[src/rtl/mul_sequencer_if.sv]
// -----------------------------------------------------------------------------
// mul_sequencer_if
//   Request/result bundle between the execute stage and mul_sequencer.
//   master : execute stage (drives start/signed_op/op_a/op_b, reads results)
//   slave  : mul_sequencer (reads the request, drives busy/done/err/hi/lo)
//
//   start     request strobe, sampled only while the sequencer is idle
//   signed_op 1 = MULT (signed), 0 = MULTU
//   op_a/op_b multiplicand / multiplier
//   busy      high whenever the sequencer is not idle
//   done      one-cycle completion pulse
//   err       one-cycle timeout flag, coincident with done
//   hi/lo     64-bit product, held until the next completion
// -----------------------------------------------------------------------------
interface mul_sequencer_if;
    logic        start;
    logic        signed_op;
    logic [31:0] op_a;
    logic [31:0] op_b;
    logic        busy;
    logic        done;
    logic        err;
    logic [31:0] hi;
    logic [31:0] lo;

    modport master (
        output start, signed_op, op_a, op_b,
        input  busy, done, err, hi, lo
    );

    modport slave (
        input  start, signed_op, op_a, op_b,
        output busy, done, err, hi, lo
    );
endinterface

[src/rtl/mul_sequencer.sv]
// -----------------------------------------------------------------------------
// mul_sequencer
//   Front end for the shift-add multiplier core. Accepts a request, converts
//   signed operands to magnitudes, clears and launches the core, waits for its
//   sticky ready (with a timeout), restores the sign and returns HI/LO with a
//   one-cycle done pulse. A timeout returns done+err with a zero result.
//
// Ports
//   clk          clock, rising edge
//   rst          asynchronous active-low reset
//   req          request/result bundle (mul_sequencer_if.slave)
//   core_rst     active-high clear to the core (also held during reset)
//   core_run     one-cycle launch pulse to the core
//   core_mcand   magnitude of op_a, stable from CLR until IDLE
//   core_mplier  magnitude of op_b, stable from CLR until IDLE
//   core_ready   sticky completion flag from the core
//   core_product unsigned 64-bit product from the core
// -----------------------------------------------------------------------------
module mul_sequencer #(
    parameter int TIMEOUT = 40,
    parameter int CNT_W   = 6
) (
    input  logic                 clk,
    input  logic                 rst,
    mul_sequencer_if.slave       req,
    output logic                 core_rst,
    output logic                 core_run,
    output logic [31:0]          core_mcand,
    output logic [31:0]          core_mplier,
    input  logic                 core_ready,
    input  logic [63:0]          core_product
);

    typedef enum logic [2:0] {
        S_IDLE,
        S_CLR,
        S_RUN,
        S_WAIT,
        S_FIX,
        S_DONE,
        S_ERR
    } state_t;

    state_t             state;
    logic               neg;
    logic [63:0]        prod;
    logic [CNT_W-1:0]   cnt;
    logic               clr_q;
    logic               busy_q;
    logic               done_q;
    logic               err_q;
    logic [31:0]        hi_q;
    logic [31:0]        lo_q;

    // The core must stay cleared for as long as this block is in reset, so
    // the registered CLR strobe is combined with the raw reset here.
    assign core_rst = clr_q | ~rst;

    assign req.busy = busy_q;
    assign req.done = done_q;
    assign req.err  = err_q;
    assign req.hi   = hi_q;
    assign req.lo   = lo_q;

    // All outputs are registered alongside the state: each branch sets the
    // outputs that belong to the state being entered.
    // NOTE: every register here, the result and operand words included, gets
    // a reset value so a reset mid-operation discards all in-flight data.
    always_ff @(posedge clk or negedge rst) begin
        if (!rst) begin
            state       <= S_IDLE;
            neg         <= 1'b0;
            prod        <= '0;
            cnt         <= '0;
            clr_q       <= 1'b0;
            busy_q      <= 1'b0;
            done_q      <= 1'b0;
            err_q       <= 1'b0;
            hi_q        <= '0;
            lo_q        <= '0;
            core_run    <= 1'b0;
            core_mcand  <= '0;
            core_mplier <= '0;
        end else begin
            // NOTE: non-blocking assignments throughout, so every branch reads
            // the pre-edge values of the state and counter.
            case (state)
                S_IDLE: begin
                    if (req.start) begin
                        neg         <= req.signed_op & (req.op_a[31] ^ req.op_b[31]);
                        // Two's-complement negation of 0x80000000 gives
                        // 0x80000000, which is the correct unsigned magnitude.
                        core_mcand  <= (req.signed_op & req.op_a[31]) ? (~req.op_a + 32'd1) : req.op_a;
                        core_mplier <= (req.signed_op & req.op_b[31]) ? (~req.op_b + 32'd1) : req.op_b;
                        clr_q       <= 1'b1;
                        busy_q      <= 1'b1;
                        state       <= S_CLR;
                    end
                end
                S_CLR: begin
                    clr_q    <= 1'b0;
                    core_run <= 1'b1;
                    state    <= S_RUN;
                end
                S_RUN: begin
                    core_run <= 1'b0;
                    cnt      <= '0;
                    state    <= S_WAIT;
                end
                S_WAIT: begin
                    cnt <= cnt + 1'b1;
                    // Ready is checked first so it wins over a coincident timeout.
                    if (core_ready) begin
                        prod  <= core_product;
                        state <= S_FIX;
                    end else if (cnt == CNT_W'(TIMEOUT - 1)) begin
                        hi_q   <= '0;
                        lo_q   <= '0;
                        done_q <= 1'b1;
                        err_q  <= 1'b1;
                        state  <= S_ERR;
                    end
                end
                S_FIX: begin
                    {hi_q, lo_q} <= neg ? (~prod + 64'd1) : prod;
                    done_q       <= 1'b1;
                    state        <= S_DONE;
                end
                S_DONE, S_ERR: begin
                    done_q <= 1'b0;
                    err_q  <= 1'b0;
                    busy_q <= 1'b0;
                    state  <= S_IDLE;
                end
                default: begin
                    state <= S_IDLE;
                end
            endcase
        end
    end

endmodule

[src/flat_wrapper.sv]
// flat-port wrapper written by rule: the top's interface ports become plain ports
module mul_sequencer_flat 
#(
    parameter int TIMEOUT = 40,
    parameter int CNT_W   = 6
)
  (clk, rst, core_rst, core_run, core_mcand, core_mplier, core_ready, core_product, req_start, req_signed_op, req_op_a, req_op_b, req_busy, req_done, req_err, req_hi, req_lo);
  mul_sequencer_if req_i ();
  input  logic clk;
  input  logic rst;
  output logic core_rst;
  output logic core_run;
  output logic [31:0] core_mcand;
  output logic [31:0] core_mplier;
  input  logic core_ready;
  input  logic [63:0] core_product;
  input wire logic [$bits(req_i.start)-1:0] req_start;
  input wire logic [$bits(req_i.signed_op)-1:0] req_signed_op;
  input wire logic [$bits(req_i.op_a)-1:0] req_op_a;
  input wire logic [$bits(req_i.op_b)-1:0] req_op_b;
  output wire logic [$bits(req_i.busy)-1:0] req_busy;
  output wire logic [$bits(req_i.done)-1:0] req_done;
  output wire logic [$bits(req_i.err)-1:0] req_err;
  output wire logic [$bits(req_i.hi)-1:0] req_hi;
  output wire logic [$bits(req_i.lo)-1:0] req_lo;
  assign req_i.start = req_start;
  assign req_i.signed_op = req_signed_op;
  assign req_i.op_a = req_op_a;
  assign req_i.op_b = req_op_b;
  assign req_busy = req_i.busy;
  assign req_done = req_i.done;
  assign req_err = req_i.err;
  assign req_hi = req_i.hi;
  assign req_lo = req_i.lo;
  mul_sequencer #(.TIMEOUT(TIMEOUT), .CNT_W(CNT_W)) u_core (.clk(clk), .rst(rst), .req(req_i), .core_rst(core_rst), .core_run(core_run), .core_mcand(core_mcand), .core_mplier(core_mplier), .core_ready(core_ready), .core_product(core_product));
endmodule
[config.mk]
export PLATFORM = sky130hd
export DESIGN_NAME = mul_sequencer_flat
export DESIGN_NICKNAME = d
export VERILOG_FILES = /design/src/rtl/mul_sequencer_if.sv /design/src/rtl/mul_sequencer.sv /design/src/flat_wrapper.sv
export SDC_FILE = /design/constraint.sdc
export NUM_CORES = 1
export LEC_CHECK = 0
export BUFFER_PORTS_ARGS = -buffer_cell sky130_fd_sc_hd__buf_2
export CAP_MARGIN = 30
export CORE_MARGIN = 2
export CORE_UTILIZATION = 30
export DETAILED_ROUTE_END_ITERATION = 7
export PLACE_DENSITY = 0.47
export SYNTH_ARGS = -nofsm -noshare
export SYNTH_HDL_FRONTEND = slang
export SYNTH_SLANG_ARGS = --single-unit
[constraint.sdc]
create_clock -name clk -period 3.98 [get_ports clk]
set_input_delay 0.597 -clock clk [delete_from_list [all_inputs] [get_ports clk]]
set_output_delay 0.597 -clock clk [all_outputs]
set_load 0.02 [all_outputs]
# After elaboration in Yosys (flattened, before gate mapping)
# Cells that the tools add are included.
[classes]
mul = 0
n_reduce_logical = 17
shifts = 0
n_lt_le_gt_ge = 0
eq_ne = 11
n_bitwise = 9
n_addsub = 4
n_mux = 20
n_div = 0
[ops]
columns = ["operator", "count"]
rows = [
  ["32-bit 2-to-1 mux", 4],
  ["32-bit case mux with 2 select lines", 2],
  ["32-bit by 1-bit adder with 32-bit output (second input constant)", 2],
  ["64-bit by 1-bit adder with 64-bit output (second input constant)", 1],
  ["64-bit 2-to-1 mux", 1],
  ["32-bit NOT", 2],
  ["64-bit NOT", 1],
  ["3-bit case mux with 5 select lines", 1],
  ["6-bit case mux with 2 select lines", 1],
  ["2-bit nonzero test", 6],
  ["2-bit AND reduction", 5],
  ["3-bit equality test (second input constant)", 3],
  ["3-bit 2-to-1 mux", 3],
  ["3-bit AND reduction", 3],
  ["1-bit case mux with 2 select lines", 4],
  ["6-bit by 1-bit adder with 6-bit output (second input constant)", 1],
  ["3-bit by 2-bit equality test with 1-bit output (second input constant)", 2],
  ["6-bit equality test (second input constant)", 1],
  ["2-bit != test (second input constant)", 2],
  ["1-bit AND", 3],
  ["3-bit by 1-bit equality test with 1-bit output (second input constant)", 1],
  ["3-bit zero test", 1],
  ["1-bit 2-to-1 mux", 3],
  ["3-bit by 2-bit != test with 1-bit output (second input constant)", 1],
  ["other kinds (7)", 7],
]
[totals]
input_bits = 133
word_cells = 74
ff_bits = 207
mem_bits_rw = 0
output_inout_bits = 133
latch_bits = 0
mem_count = 0
mem_bits_ro = 0

# Depth between registers and ports, before layout
# Gate-level depths: netlist (run 1).
[logic_depth]
ltp_word = 4
depth_mapped = 9
depth_no_buf = 8

# Worst setup path after synthesis (run 1)
# No wires, ideal clock.
[synth_timing]
path_type = "input-to-reg"
startpoint = "input req_op_a[6]"
endpoint = "register u_core.core_mcand[30]"
arrival_ns = 2.473
slack_ns = 1.377
setup_ns = 0.130
stages = 6
path_buffers = 0
required_time_ns = 3.850
cell_sequence = "or4_1 > or4_1 > o41ai_1 > o21ai_1 > xnor2_1 > o21ai_1"
[synth_between]
elab_chain_cells = 3
[synth_rtl]
columns = ["item", "line", "rtl"]
rows = [
  ["start, declared", "flat_wrapper.sv:19", "input wire logic [$bits(req_i.op_a)-1:0] req_op_a;"],
  ["32-bit NOT", "mul_sequencer.sv:93", "core_mcand <= (req.signed_op & req.op_a[31]) ? (~req.op_a + 32'd1) : req.op_a;"],
  ["32-bit by 1-bit adder with 32-bit output", "mul_sequencer.sv:93", ""],
  ["32-bit 2-to-1 mux", "mul_sequencer.sv:93", ""],
  ["end signal, assigned", "mul_sequencer.sv:93", ""],
  ["end, declared", "mul_sequencer.sv:28", "output logic [31:0] core_mcand,"],
]
# No other way between the ends.
# A chain may end at the register's enable or synchronous reset.

# Worst setup path after layout (run 1)
[layout_timing]
startpoint = "register u_core.prod[0]"
endpoint = "register u_core.hi_q[22] (netlist: u_core.req.hi[22])"
[layout_between]
elab_chain_cells = 4
[layout_rtl]
columns = ["item", "line", "rtl"]
rows = [
  ["start, declared", "mul_sequencer.sv:46", "logic [63:0] prod;"],
  ["start signal, assigned", "mul_sequencer.sv:114", "prod <= core_product;"],
  ["64-bit NOT", "mul_sequencer.sv:125", "{hi_q, lo_q} <= neg ? (~prod + 64'd1) : prod;"],
  ["64-bit by 1-bit adder with 64-bit output", "mul_sequencer.sv:125", ""],
  ["64-bit 2-to-1 mux", "mul_sequencer.sv:125", ""],
  ["32-bit case mux with 2 select lines", "mul_sequencer.sv:87", "case (state)"],
  ["end signal, assigned", "mul_sequencer.sv:125", ""],
  ["end, declared", "mul_sequencer.sv:52", "logic [31:0] hi_q;"],
]
# No other way between the ends.

==> impl_summary.log, run 1 <==
[metrics] met2 GRT Util: 0.270
[metrics] clock sink count: 207
[metrics] data required time at the worst endpoint: 4.36 ns
[metrics] H-tree levels: 1
[metrics] number of buffers created by CTS: 26
[metrics] final number of setup-violating endpoints: 0
[metrics] routed wire length: 30900 um
[metrics] Pwr per Cell Area: 800 nW/um2
[metrics] largest family of logic cells by synthesized area: simple AND/OR/NAND/NOR gates
[metrics] Crit. End Element: flip-flop
[metrics] Post-Synth Simple-Gate Area: 0.157
[metrics] number of max-cap violations: 0
[metrics] Ys Warns: 0
[metrics] final weighted congestion in routability-driven placement: 0.817
[metrics] hpwl dp: 22200 um
[metrics] peak ir drop on the vdd network: 0.361 mV
[metrics] detailed-routing iteration count for the pre-antenna-repair pass: 4
[metrics] EDFF count, synth: 0
[metrics] status: finished, violations left
[metrics] total power after layout: 10.5 mW
[metrics] clock latency of the later-clocked register in the worst-skew pair: 0.52 ns
[metrics] cell area after layout: 13100 um2
[metrics] worst slew slack as a fraction of its limit: 0.434
[metrics] mean routed wirelength per cell: 17.5 um
[metrics] synth-to-layout area growth: 25.5%
[metrics] most instantiated flip-flop cell in the synthesis netlist: dfrtp_1
[metrics] pin count of the biggest net entering global routing: 88
[metrics] die area: 36300 um2
[metrics] count of different cell masters after synthesis: 52
[metrics] Leak: 5.88 nW
[metrics] Fillers: 3568
[metrics] met1 layer usage reported by global route: 0.219
[metrics] startpoint types: flip-flop
[metrics] final count of pins violating max slew: 0
[metrics] final antenna-violating net count: 0
[metrics] initial antenna violation count: 9
[metrics] vias in the first global route: 8561
[metrics] starting utilization of the core area: 0.303
[metrics] worst endpoint data arrival time: 3.33 ns
[metrics] worst slack on hold paths: -0.00436 ns
[metrics] shortest clock period the worst path allows after layout: 2.94 ns
[metrics] top-level port count: 266
[metrics] total via count after detailed routing: 8593
[metrics] first-pass GRT wire length: 48500 um
[metrics] total overflow reported by the global router: 0
[metrics] final critical-path share of the clock period: 0.739
[metrics] CTS Hold Buffers Added: 0
[metrics] Hold Path Class: input pin to asynchronous set/reset pin
[metrics] sequential fraction of the synthesis area: 0.497
[metrics] async set-reset flop share out of synthesis: 1.00
[metrics] Syn Std Cell Area: 10400 um2
[metrics] final setup slack of the worst path: 1.04 ns
[metrics] number of DRC violations after detailed routing: 0
[metrics] row count: 68
[metrics] drt via density: 4.87
[metrics] Final TNS setup: 0 ns
[metrics] highest clock rate: 340 MHz
[metrics] worst slack after detailed placement: 0.919 ns
[metrics] transition time at the pin with the least slew margin: 0.849 ns
[metrics] ratio of cells with drive above 1 in the final layout: 0.311
[metrics] portion of netlist area occupied by mux cells: 0.0731
[metrics] horizontal die dimension: 190 um
[metrics] Max Fanout on Critical Path: 7
[metrics] CTS Root Cell: clkbuf_16
[metrics] Final Hold Fails: 1
[metrics] TritonCTS clock tree: done
[metrics] synthesized area per cell: 9.99 um2
[metrics] fin nets: 1428
[metrics] multi-input combinational cell area: 5020 um2
[metrics] Global Route Usage Sum: 0.168
[metrics] core area: 34400 um2
[metrics] buffer depth of the longest clock path: 3
[metrics] Cell Area, Placed: 12200 um2
[metrics] count of routing violations after the opening detailed-route iteration: 305
[metrics] sequential cell area in the final layout: 5180 um2
[metrics] post-route clock skew: 0.0108 ns
[metrics] most common library cell in the layout ignoring fill and taps: buf_2
[metrics] xor and xnor area share after synthesis: 0.102
[metrics] number of storage elements in the synthesis netlist: 207
[metrics] most utilized layer in the global route result: met2
[metrics] IO Port Bufs: 265
[metrics] Synth Area in Compound Gates: 0.143
[metrics] commonest non-fill, non-tap cells in the layout: 264 x buf_2, 206 x dfrtp_1, 174 x nand2_1
[metrics] number of nets produced by synthesis: 1180
[metrics] Post-Synthesis Cells: 1043
[metrics] clock slew at the register clock pins of the worst setup and hold paths: 0.06 ns
[metrics] met3 track utilization from global routing: 0.0580
[metrics] unrepaired setup endpoints after global routing: no
[metrics] failing checks: hold timing
[metrics] Setup Crit Path Kind: flip-flop to flip-flop
[metrics] height of the chip: 190 um
[metrics] setup fix buffers added after clock tree synthesis: 0
[metrics] cts repair resizes: 0
[metrics] adder-cell share of the synthesized area: 0.00480
## logic make-up after synthesis
group / Yosys count
compound gates: 245
mux: 68
fa+ha+maj: 4
flops: 207
simple gates: 333
buf+inv: 65
xor+xnor: 121
## where the power goes
part / total [mW] / leakage (nW) / internal (mW) / switching, mW
sequential: 4.05 / 2.51 / 3.15 / 0.900
combinational: 4.14 / 2.96 / 1.64 / 2.50
clock: 2.28 / 0.409 / 1.38 / 0.900
## layer usage
metal  part of all wire  wire length, um  up-vias
met5             0.0021               66        -
li1                   -                -     4198
met3              0.085             2640       45
met1               0.45            13800     4096
met2               0.45            13800      244
met4              0.020              629       10
## path summary, 6_finish.rpt
path                                               start  slack (ns)  cells past startpoint                       endpoint
max                           u_core.prod[0]$_DFFE_PN0P_        1.04                      8  u_core.req.hi[22]$_DFFE_PN0P_
min                                                  rst      -0.004                      1    u_core.prod[27]$_DFFE_PN0P_
max reg2reg                   u_core.prod[0]$_DFFE_PN0P_        1.04                      8  u_core.req.hi[22]$_DFFE_PN0P_
min reg2reg                u_core.req.hi[15]$_DFFE_PN0P_        0.47                      2  u_core.req.hi[15]$_DFFE_PN0P_
max in group asynchronous                            rst        2.77                      2  u_core.req.hi[25]$_DFFE_PN0P_
min in group clk                        core_product[38]        0.30                      2    u_core.prod[38]$_DFFE_PN0P_
## synth_stat cells, types with 10 or more instances
cell        n  area, um2
o31ai_1    31        233
or4_1      19        143
xnor2_1    31        272
dfrtp_1   207       5180
nor2_1     33        124
o21ai_1    49        245
inv_1      10       37.5
or3_1      24        150
a21oi_1    12       60.1
clkbuf_1   45        169
mux2_2     65        732
nand3_1    10       50.1
nor3_1     22        110
nand2_1   176        661
o21ai_0   113        566
xor2_1     90        788
## flip-flops by register name (all words and copies together) (netlist names), 3 cells and up
| signal | cells |
|---|---|
| u_core.prod | 64 |
| u_core.req.hi | 32 |
| u_core.cnt | 6 |
| u_core.state | 3 |
| u_core.core_mcand | 32 |
| u_core.core_mplier | 32 |
| u_core.req.lo | 32 |
## final cells by class
class,count,area share
flip-flops and latches,207,0.396
multi-input cells,771,0.384
repair buffers,275,0.110
clock buffers,38,0.0586
well taps,455,0.0435
clock inverters,6,0.00421
inverters,10,0.00287
diodes,4,0.000765
## metrics by stage
step | utilization | hold WS, ns | cells
after floorplan | - | 0.301 | 1043
after global placement | 0.355 | 0.460 | 1716
after detailed placement | 0.356 | 0.466 | 1717
after CTS | 0.380 | 0.00178 | 1761
after global routing | 0.380 | 0.0185 | 1763
final | 0.381 | -0.00436 | 1766
## critical path, cell delays in order, from the launching register on
cell	delay [ns]
dfrtp_1	0.40
inv_1	0.13
ha_1	0.23
or3b_2	0.49
nor4_2	0.43
nand4_2	0.37
o41ai_1	0.51
xor2_1	0.19
o21ai_1	0.07
(Power assumes the default switching activity.)
==> inputs of run 2 (changes only) <==
==> constraint.sdc (replaced) <==
create_clock -name clk -period 2.8 [get_ports clk]
set_input_delay 0.42 -clock clk [delete_from_list [all_inputs] [get_ports clk]]
set_output_delay 0.42 -clock clk [all_outputs]
set_load 0.02 [all_outputs]
==> run 2 against run 1 <==
  * The flow now finishes without violations
  * Routed wire length up 1.2%
  * Hold slack better by 0.12 ns
  * Clock-buffer cell count up 1
  * Die area unchanged
  * Non-clock buffer count up 18
  * Core utilization up 0.77 points
  * Final area up 2.0%
  * Critical path type unchanged
  * Critical endpoint is now u_core.req.hi[4]$_DFFE_PN0P_
  * Largest power group unchanged
  * Highest routed layer unchanged
==> impl_summary.log, run 2 (synthesized netlist as in run 1, its figures left out) <==
[metrics] status: complete, no violations
[metrics] most common library cell in the layout ignoring fill and taps: buf_2
[metrics] routed wire length: 31200 um (+1.2%)
[metrics] starting utilization of the core area: 0.303 (unchanged)
[metrics] IO Port Bufs: 265 (unchanged)
[metrics] commonest non-fill, non-tap cells in the layout: 264 x buf_2, 206 x dfrtp_1, 174 x nand2_1
[metrics] clock slew at the register clock pins of the worst setup and hold paths: 0.06 ns (about the same)
[metrics] final number of setup-violating endpoints: 0 (unchanged)
[metrics] Biggest register: u_core.prod
[metrics] internal power: 9.19 mW (+49%)
[metrics] Final TNS setup: 0 ns (unchanged)
[metrics] worst slew slack as a fraction of its limit: 0.443 (+0.00860)
[metrics] height of the chip: 190 um (unchanged)
[metrics] delay contributed by the slowest stage of the critical path: 0.70 ns (+0.19 ns)
[metrics] final setup slack of the worst path: 0.213 ns (-0.824 ns)
[metrics] transition time at the pin with the least slew margin: 0.836 ns (-0.0129 ns)
[metrics] ratio of cells with drive above 1 in the final layout: 0.320 (+0.00940)
[metrics] horizontal die dimension: 190 um (unchanged)
[metrics] met1 layer usage reported by global route: 0.220 (+0.000900)
[metrics] cell type group with the largest total delay on the critical path: simple AND/OR/NAND/NOR gates
[metrics] Global Route Usage Sum: 0.170 (+0.00186)
[metrics] synth-to-layout area growth: 28.1%
[metrics] fin nets: 1447 (+1.3%)
[metrics] Hold Path Class: input pin to flip-flop
[metrics] total overflow reported by the global router: 0 (unchanged)
[metrics] worst slack after detailed placement: 0.128 ns (-0.791 ns)
[metrics] cells along the critical path: or4_1 -> or4_4 -> o31ai_2 -> a21boi_1 -> xor2_1 -> o21ai_1
[metrics] share of total power consumed by net switching: 0.402 (-0.00808)
[metrics] core area: 34400 um2 (unchanged)
[metrics] Leak: 6.02 nW (+2.5%)
[metrics] cell area after layout: 13400 um2 (+2.0%)
[metrics] register share of total power: 0.375 (-0.012)
[metrics] final critical-path share of the clock period: 0.924 (+0.184)
[metrics] unrepaired setup endpoints after global routing: no
[metrics] initial antenna violation count: 8 (-1)
[metrics] number of DRC violations after detailed routing: 0 (unchanged)
[metrics] origin of the critical flop-to-flop path: u_core.prod[4]$_DFFE_PN0P_
[metrics] CP Buf/Inv Count: 0 (-1)
[metrics] number of buffers created by CTS: 27 (+3.8%)
[metrics] most utilized layer in the global route result: met2
[metrics] final antenna-violating net count: 0 (unchanged)
[metrics] highest clock rate: 387 MHz (+14%)
[metrics] Critical Path Source: u_core.prod[4]$_DFFE_PN0P_
[metrics] row count: 68 (unchanged)
[metrics] met2 GRT Util: 0.276 (+0.00573)
[metrics] post-route clock skew: 0.0186 ns (+0.00784 ns)
[metrics] met3 track utilization from global routing: 0.0583 (+0.000368)
[metrics] final count of pins violating max slew: 0 (unchanged)
[metrics] die area: 36300 um2 (unchanged)
[metrics] clock sink count: 207 (unchanged)
[metrics] vias in the first global route: 8604 (+0.50%)
[metrics] mean routed wirelength per cell: 17.5 um (about the same)
[metrics] clock latency of the later-clocked register in the worst-skew pair: 0.53 ns (about the same)
[metrics] Setup Crit Path Kind: flip-flop to flip-flop
[metrics] detailed-routing iteration count for the pre-antenna-repair pass: 5 (+1)
[metrics] final weighted congestion in routability-driven placement: 0.809 (-0.98%)
[metrics] relative contribution of the clock network to total power: 0.238 (+0.020)
[metrics] combinational fraction of design power: 0.387 (-0.008)
[metrics] Pwr per Cell Area: 1150 nW/um2 (+44%)
[metrics] worst endpoint data arrival time: 2.97 ns (-0.36 ns)
[metrics] net load switching power: 6.18 mW (+44%)
[metrics] top-level port count: 266 (unchanged)
[metrics] Crit. End Element: flip-flop
[metrics] startpoint types: flip-flop
[metrics] hpwl dp: 22600 um (+1.8%)
[metrics] shortest clock period the worst path allows after layout: 2.59 ns (-0.356 ns)
[metrics] slowest cell on the critical path: or4_1
[metrics] peak ir drop on the vdd network: 0.466 mV (+29%)
[metrics] total power after layout: 15.4 mW (+47%)
[metrics] Max Fanout on Critical Path: 6 (-1)
[metrics] beginning of the worst hold path: core_product[13]
[metrics] TritonCTS clock tree: done
[metrics] CTS Root Cell: clkbuf_16
[metrics] total via count after detailed routing: 8608 (+0.17%)
[metrics] count of routing violations after the opening detailed-route iteration: 343 (+12%)
[metrics] first-pass GRT wire length: 49000 um (+1.1%)
[metrics] max reg flops: 64 (unchanged)
[metrics] Cell Area, Placed: 12400 um2 (+1.4%)
[metrics] data required time at the worst endpoint: 3.18 ns (-1.18 ns)
[metrics] drt via density: 4.82 (-0.95%)
[metrics] H-tree levels: 1 (unchanged)
[metrics] pin count of the biggest net entering global routing: 136 (+55%)
[metrics] buffer depth of the longest clock path: 3 (unchanged)
[metrics] Final Hold Fails: 0 (-1)
[metrics] number of max-cap violations: 0 (unchanged)
run 2: worst paths after layout:
check / end / slack [ns] / cells after the start
max: u_core.req.hi[4]$_DFFE_PN0P_ / 0.21 / 6
min: u_core.prod[13]$_DFFE_PN0P_ / 0.12 / 2
max reg2reg: u_core.req.hi[4]$_DFFE_PN0P_ / 0.21 / 6
min reg2reg: u_core.core_mcand[28]$_DFFE_PN0P_ / 0.47 / 2
max in group asynchronous: u_core.prod[23]$_DFFE_PN0P_ / 1.35 / 3
min in group asynchronous: u_core.state[0]$_DFFE_PN0P_ / 0.36 / 2
run 2: through the flow:
| step | std cells | hold slack (ns) | util |
|---|---|---|---|
| final | 1786 | 0.119 | 0.388 |
| after global routing | 1784 | 0.103 | 0.388 |
| after CTS | 1783 | 0.0820 | 0.388 |
| after detailed placement | 1735 | 0.285 | 0.361 |
| after global placement | 1735 | 0.282 | 0.361 |
| after floorplan | 1043 | 0.124 | - |
run 2: final cells by class:
class / count / area (um2)
fillers: 3557 / 21000
clock buffers: 39 / 761
well taps: 455 / 569
inverters: 10 / 37.5
multi-input cells: 771 / 5030
clock inverters: 8 / 165
flip-flops and latches: 207 / 5180
diodes: 3 / 7.51
repair buffers: 293 / 1600
run 2: repair_timing:
action                     in CTS  in global routing
gates resized for setup         0                  1
buffers inserted                0                  0
hold buffers                    1                  0
setup endpoints to repair       0                  1
hold endpoints to repair       23                  0
run 2: power groups by stage:
stage | logic, mW | registers (mW) | clock network [mW]
after floorplan | 2.97 | 6.60 | 0
after global placement | 6.03 | 5.77 | 0
after detailed placement | 6.07 | 5.81 | 0
after CTS | 6.07 | 5.78 | 3.78
after global routing | 6.63 | 5.99 | 3.91
final | 5.95 | 5.76 | 3.66
run 2: layer usage:
metal | part of all wire | vias to the layer above | routed length [um]
met5 | 0.0020 | - | 63
met4 | 0.019 | 8 | 601
met3 | 0.084 | 43 | 2610
met2 | 0.45 | 237 | 14200
met1 | 0.44 | 4105 | 13800
li1 | - | 4215 | -
==> inputs of run 3 (changes only) <==
--- a/config.mk
+++ b/config.mk
@@ -10,7 +10,9 @@
 export CORE_MARGIN = 2
 export CORE_UTILIZATION = 30
 export DETAILED_ROUTE_END_ITERATION = 7
+export GPL_ROUTABILITY_DRIVEN = 1
 export PLACE_DENSITY = 0.47
+export REMOVE_ABC_BUFFERS = 1
 export SYNTH_ARGS = -nofsm -noshare
 export SYNTH_HDL_FRONTEND = slang
 export SYNTH_SLANG_ARGS = --single-unit
==> run 3 against run 2 <==
  * Register-to-register slack improved by 0.02 ns
  * Clock power fell by 9.8%
  * Fmax rose by 0.83%
  * Critical path depth rose by 3
  * Clock-buffer cell count rose by 4
  * Final cell count fell by 0.28%
  * Combinational power rose by 0.7%
  * Routed wire length fell by 1.8%
  * Power fell by 2.2%
  * Worst setup slack improved by 0.021 ns
  * Via count fell by 0.49%
  * Sequential share of layout area rose by 0.22 points
==> impl_summary.log, run 3 (synthesized netlist as in run 1, its figures left out) <==
[metrics] status: complete, no violations
[metrics] routed wire length: 30700 um (-1.8%)
[metrics] cell count after placement: 1731 (-0.23%)
[metrics] Hold Path Class: input pin to flip-flop
[metrics] number of max-cap violations: 0 (unchanged)
[metrics] core area: 34400 um2 (unchanged)
[metrics] TritonCTS clock tree: done
[metrics] Setup Crit Path Kind: flip-flop to flip-flop
[metrics] max reg flops: 64 (unchanged)
[metrics] Biggest register: u_core.prod
[metrics] Crit. End Element: flip-flop
[metrics] hpwl dp: 21900 um (-3.3%)
[metrics] origin of the critical flop-to-flop path: u_core.prod[1]$_DFFE_PN0P_
[metrics] most common library cell in the layout ignoring fill and taps: buf_2
[metrics] final count of pins violating max slew: 0 (unchanged)
[metrics] final setup slack of the worst path: 0.235 ns (+0.0212 ns)
[metrics] die area: 36300 um2 (unchanged)
[metrics] setup slack of the most critical reg-to-reg path: 0.23 ns (+0.02 ns)
[metrics] Global Route Usage Sum: 0.166 (-0.00436)
[metrics] IO Port Bufs: 265 (unchanged)
[metrics] total via count after detailed routing: 8566 (-0.49%)
[metrics] r2r worst-path depth: 9 (+3)
[metrics] total overflow reported by the global router: 0 (unchanged)
[metrics] sequential cell area in the final layout: 5180 um2 (unchanged)
[metrics] count of routing violations after the opening detailed-route iteration: 403 (+17%)
[metrics] Final Hold Fails: 0 (unchanged)
[metrics] post-route clock skew: 0.0149 ns (-0.00376 ns)
[metrics] first-pass GRT wire length: 47800 um (-2.5%)
[metrics] Antenna diodes: 0 (-3)
[metrics] final antenna-violating net count: 0 (unchanged)
[metrics] peak ir drop on the vdd network: 0.587 mV (+26%)
[metrics] initial antenna violation count: 2 (-6)
[metrics] beginning of the worst hold path: core_product[26]
[metrics] number of buffers created by CTS: 26 (-3.7%)
[metrics] Leak: 5.98 nW (-0.71%)
[metrics] number of DRC violations after detailed routing: 0 (unchanged)
[metrics] H-tree levels: 1 (unchanged)
[metrics] detailed-routing iteration count for the pre-antenna-repair pass: 7 (+2)
[metrics] Pwr per Cell Area: 1130 nW/um2 (-1.6%)
[metrics] commonest non-fill, non-tap cells in the layout: 264 x buf_2, 206 x dfrtp_1, 174 x nand2_1
[metrics] synth-to-layout area growth: 27.3%
[metrics] height of the chip: 190 um (unchanged)
[metrics] pin count of the biggest net entering global routing: 137 (+0.74%)
[metrics] startpoint types: flip-flop
[metrics] final critical-path share of the clock period: 0.916 (-0.00757)
[metrics] mean routed wirelength per cell: 17.2 um (-1.5%)
[metrics] worst slew slack as a fraction of its limit: 0.456 (+0.0130)
[metrics] data required time at the worst endpoint: 3.17 ns (about the same)
[metrics] post-layout instance count excluding filler cells: 1781 (-0.28%)
[metrics] worst endpoint data arrival time: 2.94 ns (-0.03 ns)
[metrics] Hold Crit Depth: 2 (unchanged)
[metrics] vias in the first global route: 8446 (-1.8%)
[metrics] shortest clock period the worst path allows after layout: 2.57 ns (-0.0212 ns)
[metrics] highest clock rate: 390 MHz (+0.83%)
[metrics] final number of setup-violating endpoints: 0 (unchanged)
[metrics] starting utilization of the core area: 0.303 (unchanged)
[metrics] endpoint of the most critical register-to-register path: u_core.req.hi[16]$_DFFE_PN0P_
[metrics] top-level port count: 266 (unchanged)
[metrics] multi-input combinational cell area: 5050 um2 (+0.37%)
[metrics] transition time at the pin with the least slew margin: 0.816 ns (-0.0195 ns)
[metrics] buffer depth of the longest clock path: 3 (unchanged)
[metrics] ratio of cells with drive above 1 in the final layout: 0.321 (+0.000483)
[metrics] drt via density: 4.81 (-0.21%)
[metrics] Fillers: 3556 (-0.028%)
[metrics] final weighted congestion in routability-driven placement: 0.837 (+3.4%)
[metrics] CTS Root Cell: clkbuf_16
[metrics] clock latency of the later-clocked register in the worst-skew pair: 0.53 ns (about the same)
[metrics] clock slew at the register clock pins of the worst setup and hold paths: 0.06 ns (about the same)
[metrics] Max Fanout on Critical Path: 7 (+1)
[metrics] endpoint of the worst hold-timing path: u_core.prod[26]$_DFFE_PN0P_
[metrics] worst slack after detailed placement: 0.0787 ns (-0.0489 ns)
[metrics] clock sink count: 207 (unchanged)
[metrics] worst slack on hold paths: 0.123 ns (+0.00432 ns)
[metrics] unrepaired setup endpoints after global routing: no
[metrics] horizontal die dimension: 190 um (unchanged)
[metrics] row count: 68 (unchanged)
[metrics] fin nets: 1444 (-0.21%)
## run 3: cell types whose count changed in the layout (fill, tap and decap cells not counted), sizes merged
cell,before,now
bufinv,5,1
clkbuf,39,43
diode,3,0
buf,292,290
## run 3: area by class of cell
class                           instances  area share
Clock buffer                           43      0.0599
Sequential cell                       207       0.390
Inverter                               10     0.00283
Tap cell                              455      0.0429
Clock inverter                          4     0.00339
Timing Repair Buffer                  291       0.120
Multi-Input combinational cell        771       0.380
## run 3: timing repair
action                                  4_1_cts  5_1_grt
resized for setup                             0        5
endpoints found under the setup margin        0       13
hold buffers                                  1        0
setup buffers                                 0        2
endpoints found under the hold margin        71        0
## run 3: worst max path at each step
stage / start / to / slack [ns]
2_1_floorplan: u_core.state[0]$_DFFE_PN0P_ / u_core.req.lo[0]$_DFFE_PN0P_ / -0.43
5_1_grt: u_core.prod[1]$_DFFE_PN0P_ / u_core.req.hi[22]$_DFFE_PN0P_ / 0.07
3_3_place_gp: u_core.prod[4]$_DFFE_PN0P_ / u_core.req.hi[25]$_DFFE_PN0P_ / 0.14
3_5_place_dp: u_core.prod[4]$_DFFE_PN0P_ / u_core.req.hi[17]$_DFFE_PN0P_ / 0.08
4_1_cts: u_core.prod[4]$_DFFE_PN0P_ / u_core.req.hi[25]$_DFFE_PN0P_ / 0.07
6_report: u_core.prod[1]$_DFFE_PN0P_ / u_core.req.hi[16]$_DFFE_PN0P_ / 0.23
## run 3: critical path, cell delays in order (launching register included)
cell and delay, ns:
dfrtp_1 0.40, inv_1 0.10, ha_1 0.17, or3b_2 0.47, nor4_2 0.20, buf_4 0.18, nand4_2 0.24, o31ai_1 0.38
xor2_1 0.19, o21ai_1 0.08
## run 3: layer usage
| layer | up-vias | part of all wire | global-route usage |
|---|---|---|---|
| li1 | 4205 | - | - |
| met1 | 4081 | 0.45 | 0.224 |
| met2 | 228 | 0.45 | 0.258 |
| met3 | 48 | 0.082 | 0.0502 |
| met4 | 4 | 0.022 | 0.0441 |
| met5 | - | 0.00088 | 0 |
## run 3: report_power, final
| group | leakage (nW) | internal [mW] | switching [mW] |
|---|---|---|---|
| logic | 3.06 | 2.39 | 3.60 |
| clock network | 0.414 | 2.01 | 1.29 |
| registers | 2.51 | 4.47 | 1.27 |
## run 3: through the flow
stage | TNS, ns | cell area [um2] | util | power, mW
floorplan | -45.01 | 10200 | - | 9.54
global placement | 0 | 12400 | 0.360 | 11.8
detailed placement | 0 | 12400 | 0.360 | 11.9
CTS | 0 | 13200 | 0.385 | 15.2
global route | 0 | 13300 | 0.386 | 16.2
finish | 0 | 13300 | 0.386 | 15.0
